File: src/rtl/sram_mem_controller_pkg.sv
// Shared definitions for the SRAM memory controller.
// Contents:
//   state_t            controller FSM states (IDLE, LO, HI, DONE)
//   BASE_ADDR_DEFAULT  byte address that maps onto SRAM word 0
//   SRAM_DW            SRAM data bus width (one half-word)
package sram_mem_controller_pkg;

  typedef enum logic [1:0] {
    IDLE,
    LO,
    HI,
    DONE
  } state_t;

  localparam logic [31:0] BASE_ADDR_DEFAULT = 32'd1024;
  localparam int          SRAM_DW           = 16;

endpackage

File: src/rtl/sram_mem_controller_if.sv
// MEM-stage memory handshake between the pipeline and the SRAM controller.
// Signals:
//   mem_read, mem_write  level requests, held until ready
//   address, write_data  byte address and store data
//   read_data            load data from the controller
//   ready                0 while a request is still in flight
// Modports: master = pipeline MEM stage, slave = memory controller.
interface sram_mem_controller_if;

  logic        mem_read;
  logic        mem_write;
  logic [31:0] address;
  logic [31:0] write_data;
  logic [31:0] read_data;
  logic        ready;

  modport master (
    output mem_read, mem_write, address, write_data,
    input  read_data, ready
  );

  modport slave (
    input  mem_read, mem_write, address, write_data,
    output read_data, ready
  );

endinterface

File: src/rtl/sram_mem_controller_phase_counter.sv
// Cycle counter for one half-word phase of an SRAM access.
// Ports:
//   clk       rising-edge clock
//   rst       synchronous active-low reset
//   clear     restart the count at zero on the next edge
//   count     current cycle index inside the phase
//   terminal  high on the last cycle of the phase (count == WAIT_CYCLES-1)
module sram_mem_controller_phase_counter #(
  parameter int WAIT_CYCLES = 5,
  parameter int WIDTH       = 3
) (
  input  logic             clk,
  input  logic             rst,
  input  logic             clear,
  output logic [WIDTH-1:0] count,
  output logic             terminal
);

  localparam logic [WIDTH-1:0] LAST = WIDTH'(WAIT_CYCLES - 1);

  always_ff @(posedge clk) begin
    if (!rst) begin
      count <= '0;
    end else if (clear) begin
      count <= '0;
    end else begin
      count <= count + 1'b1;
    end
  end

  assign terminal = (count == LAST);

endmodule

File: src/rtl/sram_mem_controller.sv
// Responder for the MEM-stage memory handshake against a 16-bit async SRAM.
// Each 32-bit word moves as two half-word phases (LO, then HI) of
// WAIT_CYCLES cycles each; ready stays low until the word is finished.
// Ports:
//   clk, rst      rising-edge clock, synchronous active-low reset
//   bus           MEM-stage handshake (slave side)
//   sram_addr     SRAM half-word address
//   sram_dq_out   data driven onto the SRAM DQ pins
//   sram_dq_in    data read from the SRAM DQ pins
//   sram_dq_oe    1 = controller drives DQ
//   sram_we_n     active-low SRAM write strobe
module sram_mem_controller
  import sram_mem_controller_pkg::*;
#(
  parameter logic [31:0] BASE_ADDR   = BASE_ADDR_DEFAULT,
  parameter int          WAIT_CYCLES = 5,
  parameter int          SRAM_AW     = 18
) (
  input  logic                  clk,
  input  logic                  rst,
  sram_mem_controller_if.slave  bus,
  output logic [SRAM_AW-1:0]    sram_addr,
  output logic [SRAM_DW-1:0]    sram_dq_out,
  input  logic [SRAM_DW-1:0]    sram_dq_in,
  output logic                  sram_dq_oe,
  output logic                  sram_we_n
);

  localparam int               CW      = (WAIT_CYCLES > 2) ? $clog2(WAIT_CYCLES) : 1;
  localparam int               WORD_W  = SRAM_AW - 1;
  localparam logic [CW-1:0]    PRELAST = CW'(WAIT_CYCLES - 2);

  state_t              state;
  state_t              state_next;
  logic [CW-1:0]       cnt;
  logic                term;
  logic                clear;
  logic                write_q;
  logic [WORD_W-1:0]   word_q;
  logic [31:0]         wdata_q;
  logic [15:0]         rd_lo;
  logic [31:0]         rdata;
  logic [WORD_W-1:0]   live_word;
  logic                op_write;
  logic [WORD_W-1:0]   word_sel;
  logic [31:0]         data_sel;
  logic                entering;
  logic [SRAM_AW-1:0]  addr_d;
  logic [SRAM_DW-1:0]  dq_out_d;
  logic                oe_d;
  logic                we_n_d;

  sram_mem_controller_phase_counter #(
    .WAIT_CYCLES (WAIT_CYCLES),
    .WIDTH       (CW)
  ) u_phase_counter (
    .clk      (clk),
    .rst      (rst),
    .clear    (clear),
    .count    (cnt),
    .terminal (term)
  );

  // Out-of-range addresses wrap because the cast keeps only the low word bits.
  assign live_word = WORD_W'((bus.address - BASE_ADDR) >> 2);

  // The counter restarts whenever a phase is entered; outside phases it idles at zero.
  assign clear = ((state != LO) && (state != HI)) || term;

  assign bus.ready     = ~(bus.mem_read | bus.mem_write) | (state == DONE);
  assign bus.read_data = rdata;

  // Next-state logic and next values of the registered SRAM pins. The pins are
  // registered so the async SRAM never sees decode glitches on we_n.
  always_comb begin
    state_next = state;
    case (state)
      IDLE:    if (bus.mem_read | bus.mem_write) state_next = LO;
      LO:      if (term) state_next = HI;
      HI:      if (term) state_next = DONE;
      DONE:    state_next = IDLE;
      default: state_next = IDLE;
    endcase

    // While leaving IDLE the latch is not loaded yet, so use the live request.
    op_write = (state == IDLE) ? bus.mem_write  : write_q;
    word_sel = (state == IDLE) ? live_word      : word_q;
    data_sel = (state == IDLE) ? bus.write_data : wdata_q;
    entering = (state_next != state);

    addr_d   = sram_addr;
    dq_out_d = sram_dq_out;
    oe_d     = 1'b0;
    we_n_d   = 1'b1;

    // we_n rises for the last cycle of each phase: the next cycle is the last
    // one when we stay in the phase and the count is one short of terminal.
    if (state_next == LO) begin
      addr_d = {word_sel, 1'b0};
      if (op_write) begin
        oe_d     = 1'b1;
        dq_out_d = data_sel[15:0];
        we_n_d   = !entering && (cnt == PRELAST);
      end
    end else if (state_next == HI) begin
      addr_d = {word_sel, 1'b1};
      if (op_write) begin
        oe_d     = 1'b1;
        dq_out_d = data_sel[31:16];
        we_n_d   = !entering && (cnt == PRELAST);
      end
    end
  end

  // State, request latch, read assembly and registered SRAM pins.
  always_ff @(posedge clk) begin
    if (!rst) begin
      state       <= IDLE;
      write_q     <= 1'b0;
      word_q      <= '0;
      wdata_q     <= '0;
      rd_lo       <= '0;
      rdata       <= '0;
      sram_addr   <= '0;
      sram_dq_out <= '0;
      sram_dq_oe  <= 1'b0;
      sram_we_n   <= 1'b1;
    end else begin
      state       <= state_next;
      sram_addr   <= addr_d;
      sram_dq_out <= dq_out_d;
      sram_dq_oe  <= oe_d;
      sram_we_n   <= we_n_d;
      if (state == IDLE && state_next == LO) begin
        write_q <= bus.mem_write;
        word_q  <= live_word;
        wdata_q <= bus.write_data;
      end
      if (state == LO && term) begin
        rd_lo <= sram_dq_in;
      end
      if (state == HI && term && !write_q) begin
        rdata <= {sram_dq_in, rd_lo};
      end
    end
  end

endmodule

File: src/flat_wrapper.sv
// flat-port wrapper written by rule: the top's interface ports become plain ports
module sram_mem_controller_flat import sram_mem_controller_pkg::*;
#(
  parameter logic [31:0] BASE_ADDR   = BASE_ADDR_DEFAULT,
  parameter int          WAIT_CYCLES = 5,
  parameter int          SRAM_AW     = 18
)
  (clk, rst, sram_addr, sram_dq_out, sram_dq_in, sram_dq_oe, sram_we_n, bus_mem_read, bus_mem_write, bus_address, bus_write_data, bus_read_data, bus_ready);
  sram_mem_controller_if bus_i ();
  input  logic clk;
  input  logic rst;
  output logic [SRAM_AW-1:0] sram_addr;
  output logic [SRAM_DW-1:0] sram_dq_out;
  input  logic [SRAM_DW-1:0] sram_dq_in;
  output logic sram_dq_oe;
  output logic sram_we_n;
  input wire logic [$bits(bus_i.mem_read)-1:0] bus_mem_read;
  input wire logic [$bits(bus_i.mem_write)-1:0] bus_mem_write;
  input wire logic [$bits(bus_i.address)-1:0] bus_address;
  input wire logic [$bits(bus_i.write_data)-1:0] bus_write_data;
  output wire logic [$bits(bus_i.read_data)-1:0] bus_read_data;
  output wire logic [$bits(bus_i.ready)-1:0] bus_ready;
  assign bus_i.mem_read = bus_mem_read;
  assign bus_i.mem_write = bus_mem_write;
  assign bus_i.address = bus_address;
  assign bus_i.write_data = bus_write_data;
  assign bus_read_data = bus_i.read_data;
  assign bus_ready = bus_i.ready;
  sram_mem_controller #(.BASE_ADDR(BASE_ADDR), .WAIT_CYCLES(WAIT_CYCLES), .SRAM_AW(SRAM_AW)) u_core (.clk(clk), .rst(rst), .bus(bus_i), .sram_addr(sram_addr), .sram_dq_out(sram_dq_out), .sram_dq_in(sram_dq_in), .sram_dq_oe(sram_dq_oe), .sram_we_n(sram_we_n));
endmodule
File: config.mk
export PLATFORM = sky130hd
export DESIGN_NAME = sram_mem_controller_flat
export DESIGN_NICKNAME = d
export VERILOG_FILES = /design/src/rtl/sram_mem_controller_pkg.sv /design/src/rtl/sram_mem_controller_if.sv /design/src/rtl/sram_mem_controller_phase_counter.sv /design/src/rtl/sram_mem_controller.sv /design/src/flat_wrapper.sv
export SDC_FILE = /design/constraint.sdc
export NUM_CORES = 1
export LEC_CHECK = 0
export CORE_MARGIN = 1
export CORE_UTILIZATION = 52
export CTS_CLUSTER_DIAMETER = 100
export CTS_CLUSTER_SIZE = 16
export DETAILED_ROUTE_END_ITERATION = 7
export PLACE_DENSITY = 0.85
export SYNTH_ARGS = -nofsm -noshare
export SYNTH_HDL_FRONTEND = slang
export SYNTH_SLANG_ARGS = --single-unit
File: constraint.sdc
create_clock -name clk -period 5.3 [get_ports clk]
set_clock_uncertainty 0.15 [all_clocks]
set_input_delay 1.06 -clock clk [delete_from_list [all_inputs] [get_ports clk]]
set_output_delay 1.06 -clock clk [all_outputs]
set_load 0.02 [all_outputs]
==> results.yml, run 1 <==
yosys:
  netlist_area_mm2: 0.00563
  synth_top_area_share_pct: 49.4
  ys_warn_count: 0
  synth-seq-cells: 139
  syn_inst: 678
  yosysTopAreaCell: "dfxtp_1"
  synthArstFlopShare_pct: 0
  synth.distinct_cells: 37
  avgSynthCellArea_um2: 8.31
  synthFlopType: "dfxtp_1"
  ys_top_cells_by_area: "dfxtp_1, nand2_1, a21oi_1, mux4_2, nor2_1"
  synth-edff-count: 0
  syn-num-nets: 772
  synth_common_cells: "nand2_1, dfxtp_1, a21oi_1, nor2_1, clkbuf_1"
  ys_seq_area_share_pct: 49.4
  synth.most_common_cell: "nand2_1"
worst_setup_path:
  cp-start-kind: "primary input"
  cp_max_fo: 15
  path_buf_inv: 2
  crit_type: "in -> reg"
  cpLargestDelayFamily: "compound AO/OA/AOI/OAI gates"
  path_cells: "clkdlybuf4s50_1 > o21ai_0 > o31a_1 > and2_1 > inv_1 > ha_1 > o21bai_1 > nor2_1 > a32o_1"
  slowest_stage: "o21bai_1"
  end_kind: "register"
  cpPeakStageDelay_ns: 0.88
  r2r_setup_slack_ns: 1.69
  worst_ep_arrival_time_ns: 3.94
  crit_required_ns: 5.55
timing:
  tns_ns: 0
  tightest_slew_ns: 1.19
  fmax_ghz: 0.271
  relSlewSlack_pct: 20.3
  final.setup.worst_slack_ns: 1.61
  rsz0062_at_grt: "no"
  fin_worst_hold_slack_ns: 0.300
  min_period_over_period_pct: 69.6
  hold_viol_final: 0
  min_period_ns: 3.69
  finalSetupViolations: 0
  drv_slew: 0
cells_and_area:
  syn2layout_area_growth_pct: 35.5
  layout.nets: 886
  drive_above_1_share_pct: 7.59
  diodes: 0
clock_tree:
  cts_root_buf: "clkbuf_8"
  clk_pin_slew_ns: 0.06
  cts.htree.levels: 4
  post_cts_resize_count: 0
  cts_tree: "built"
  clock_latency_ns: 0.51
  cts.path.max_buffers: 2
  postCtsSetupBuffers: 0
  clock_sinks: 139
  cts-buffers-inserted: 17
  hold_buffers: 0
drt:
  via_count: 5151
  drt-pass1-iter-count: 6
  drc: 0
  ant_nets: 0
  wl_um: 14000
  wl_per_cell_um: 14.9
  drtIter0Drc: 292
  via_per_inst: 5.48
grt:
  grt_start_max_net_pins: 96
  grt_antenna_before_repair: 0
  grt_remaining_overflow: 0
  grt_first_pass_wirelength_um: 22900
  first_global_vias: 4998
  grtUsageTotal_pct: 25.6
placement:
  hpwl_um: 9270
  place_congestion: 0.793
  detailedPlace.worstSlack_ns: 1.11
  port_buffers: 137
power:
  p_leak_nw: 2.77
  peakVddDrop_v: 0.000305
  power_density_mw_per_mm2: 355
status:
  status: "finished clean"
flow_run:
  drv_cap: 0
die:
  die_height_um: 106
  initial_utilization_pct: 54.1
  core_mm2: 0.0104
  die_area_mm2: 0.0113
  io_pins: 153
  num_rows: 37
  die_x_um: 106
worst_hold_path:
  min-delay-path-class: "reg -> reg"
==> path summary, 6_finish.rpt <==
kind	endpoint	cells after the start	start
worst min register to register	u_core.bus.read_data[5]$_SDFFE_PN0P_	2	u_core.rd_lo[5]$_SDFFE_PN0P_
worst min-delay path	u_core.bus.read_data[5]$_SDFFE_PN0P_	2	u_core.rd_lo[5]$_SDFFE_PN0P_
worst max-delay path	u_core.sram_addr[13]$_SDFFE_PN0P_	9	bus_mem_write
worst max register to register	u_core.sram_addr[13]$_SDFFE_PN0P_	9	u_core.state[1]$_SDFF_PN0_
==> power by group <==
part / total (mW) / leakage (nW) / internal, mW / switching [mW]
clock network: 1.18 / 0.292 / 0.730 / 0.452
logic: 0.388 / 1.35 / 0.180 / 0.208
registers: 1.14 / 1.13 / 1.10 / 0.0327
==> state kept, by name, summed over array words and instances, names as in the netlist, 2 cells and up <==
name and count:
u_core.rd_lo 16, u_core.state 2, u_core.sram_dq_out 16, u_core.bus.read_data 32, u_core.sram_addr 18, u_core.wdata_q 32, u_core.u_phase_counter.count 3, u_core.word_q 17
==> routing by layer <==
metal	routed length, µm	track usage, %	part of all wire (%)
met1	5730	29.6	41
met2	7110	45.2	51
met3	927	7.36	6.6
met4	242	8.73	1.7
met5	0	0	0
==> through the flow <==
step,power [mW],cell area [µm²],cells,utilization (%)
CTS,2.72,7630,940,73.3
global placement,1.53,7040,909,67.6
detailed placement,1.54,7040,909,67.6
floorplan,1.39,5630,678,-
global route,2.81,7630,940,73.3
finish,2.71,7630,940,73.3
==> area by class of cell <==
type                    instances  area (µm²)
inverters                      11        42.5
clock inverters                13         165
flip-flops and latches        139        2780
fillers                       732        2780
clock buffers                  18         428
multi-input cells             479        2620
well taps                     136         170
repair buffers                144        1420
==> logic make-up (layout without fill, tap and decap cells) <==
group	count (synthesis)	after routing	synth area share, %
muxes	26	26	8.17
AOI/OAI and AO/OA	162	162	15.8
DFF	139	139	49.4
xor gates and xnor gates	4	4	0.622
adders and majority gates	10	10	2.22
and+or+nand+nor	277	277	19.6
buffers and inverters	60	186	4.22
==> worst min-delay path: stages (launching register included) <==
cell	delay, ns
dfxtp_1	0.31
nand2_1	0.05
a21oi_1	0.05
==> placed cells by master, fill, tap and decap left out, drive strengths merged, types with 5 or more instances in the layout <==
cell	instances
mux4	16
ha	10
a31oi	6
clkbuf	18
dfxtp	139
mux2i	10
buf	7
a211oi	8
inv	13
o21ai	11
nand2	213
nor2	42
clkdlybuf4s50	137
a21oi	122
a32o	5
clkinv	7
No activity file was read; power rests on OpenSTA's default activity.
==> run 2, diff against run 1 <==
CORE_UTILIZATION = 44   (was 52)
PLACE_DENSITY = 0.77   (was 0.85)
clock period = 3.05 ns   (was 5.3 ns; I/O delays follow)
==> run 2 against run 1 <==
  * First-iteration DRC count is 26% higher
  * Clock-buffer cell count increased by 5
  * Routed wire length increased by 0.47%
  * Sequential share of layout area fell by 0.69 points
  * Sequential power grew 73%
  * Global-route usage down 3.2 points
  * Setup slack worse by 1.3 ns
  * Design area is 1.9% higher
  * Die area is 18% higher
  * Register-to-register slack lost 1.4 ns
  * Utilization fell by 9.8 points
  * Hold slack improved by 0.0012 ns
  * Critical endpoint is now u_core.sram_dq_out[6]$_SDFFE_PN0P_
==> results.yml, run 2 (synthesis gave the netlist of run 1 again) <==
status:
  status: "finished clean"
drt:
  wl_met2_um: 6790
  drt-met1-wl_um: 6000
  via_count: 5190
  wl_um: 14100
  drt-pass1-iter-count: 5
  via_per_inst: 5.29
  drc: 0
  routed.top_layer: "met4"
  route.met3.wl_um: 1020
  ant_nets: 0
  wl_per_cell_um: 14.3
  drtIter0Drc: 368
power:
  peakVddDrop_v: 0.000293
  p_leak_nw: 2.83
  power_density_mw_per_mm2: 602
  total_power_mw: 4.68
clock_tree:
  cts.htree.levels: 4
  clock_sinks: 139
  clock_latency_ns: 0.42
  cts_tree: "built"
  hold_buffers: 0
  cts-buffers-inserted: 17
  cts_root_buf: "clkbuf_16"
  clk_pin_slew_ns: 0.06
  cts.path.max_buffers: 2
die:
  num_rows: 40
  die_height_um: 115
  core_mm2: 0.0123
  die_x_um: 115
  die_area_mm2: 0.0133
  io_pins: 153
  initial_utilization_pct: 45.9
worst_setup_path:
  worst_ep_arrival_time_ns: 2.91
  r2r_setup_slack_ns: 0.29
  timing.rr.start: "u_core.state[1]$_SDFF_PN0_"
  cp_max_fo: 16
  crit_type: "reg -> reg"
  cp-start-kind: "register"
  worstRegToRegCells: 10
  end_kind: "register"
  crit_required_ns: 3.20
  crit_path_start: "u_core.state[1]$_SDFF_PN0_"
  worstSetupEndpoint: "u_core.sram_dq_out[6]$_SDFFE_PN0P_"
  r2r_end: "u_core.sram_dq_out[6]$_SDFFE_PN0P_"
timing:
  hold_viol_final: 0
  tightest_slew_ns: 0.602
  fmax_ghz: 0.362
  tns_ns: 0
  relSlewSlack_pct: 59.9
  final.setup.worst_slack_ns: 0.291
  finalSetupViolations: 0
  rsz0062_at_grt: "no"
  drv_slew: 0
  min_period_ns: 2.76
  min_period_over_period_pct: 90.5
grt:
  grt_remaining_overflow: 0
  grt_start_max_net_pins: 52
  grt_antenna_before_repair: 0
  grtUsageTotal_pct: 22.4
  grt_first_pass_wirelength_um: 23200
  first_global_vias: 4997
worst_hold_path:
  min-delay-path-class: "reg -> reg"
placement:
  port_buffers: 137
  place_congestion: 0.882
  detailedPlace.worstSlack_ns: -0.0641
  placed_cells: 950
  place_area_mm2: 0.00721
  hpwl_um: 9670
cells_and_area:
  diodes: 0
  final_common_cell: "nand2_1"
  layout.nets: 895
  design_area_mm2: 0.00778
  syn2layout_area_growth_pct: 38.1
  fin_cells: 981
  layout_common_cells: "nand2_1, dfxtp_1, clkdlybuf4s50_1"
  drive_above_1_share_pct: 8.24
flow_run:
  drv_cap: 0
## run 2: cell types whose count changed in the layout (fill, tap and decap cells not counted), sizes merged
cell    change
bufinv      -1
clkinv      -1
buf         +9
inv         -3
clkbuf      +5
## run 2: worst max-delay path, cell delays in order, from the launching register on
cell	delay [ns]
dfxtp_1	0.34
inv_1	0.13
ha_1	0.24
a21boi_0	0.27
o22ai_1	0.15
o21ai_1	0.24
ha_1	0.31
buf_4	0.29
mux4_2	0.35
nand2_1	0.11
a21oi_1	0.06
## run 2: what timing repair did
item,in CTS,in global routing
gates resized for setup,0,1
setup endpoints to repair,0,6
buffers inserted,0,0
## run 2: metal layers
layer	global-route usage, %	vias up
li1	-	2521
met1	26.8	2449
met2	38.0	199
met3	5.43	21
met4	10.3	0
met5	0	-
## run 2: area by class of cell
| cell class | count | area (µm²) |
|---|---|---|
| tap | 168 | 210 |
| sequential | 139 | 2780 |
| clock buffer | 23 | 478 |
| multi-input combinational | 479 | 2620 |
| fill | 1010 | 4480 |
| inverter | 11 | 42.5 |
| clock inverter | 8 | 92.6 |
| timing repair buffer | 153 | 1550 |
## run 2: worst min path at each step
stage / start / endpoint / depth (start not counted)
after global routing: u_core.wdata_q[14]$_SDFFE_PN0P_ / u_core.wdata_q[14]$_SDFFE_PN0P_ / 2
after floorplan: u_core.u_phase_counter.count[0]$_SDFF_PP0_ / u_core.u_phase_counter.count[0]$_SDFF_PP0_ / 1
after CTS: u_core.u_phase_counter.count[0]$_SDFF_PP0_ / u_core.u_phase_counter.count[0]$_SDFF_PP0_ / 1
final: u_core.u_phase_counter.count[0]$_SDFF_PP0_ / u_core.u_phase_counter.count[0]$_SDFF_PP0_ / 1
after detailed placement: u_core.u_phase_counter.count[0]$_SDFF_PP0_ / u_core.u_phase_counter.count[0]$_SDFF_PP0_ / 1
after global placement: u_core.u_phase_counter.count[0]$_SDFF_PP0_ / u_core.u_phase_counter.count[0]$_SDFF_PP0_ / 1
## run 2: stage by stage
step / hold slack, ns / utilization (%)
CTS: 0.302 / 63.4
global route: 0.315 / 63.4
global placement: 0.279 / 58.8
detailed placement: 0.292 / 58.8
floorplan: 0.267 / -
finish: 0.301 / 63.4
## run 2: power by group
group          total, mW  internal (mW)  switching [mW]
combinational      0.718          0.346           0.372
sequential          1.97           1.92          0.0542
clock               1.99           1.26           0.733
total               4.68           3.52            1.16
==> run 3, diff against run 2 <==
SLEW_MARGIN = 20   (was not set)
==> results of run 3 <==
Same layout as run 2: the final DEF is identical, and so are final timing and power.
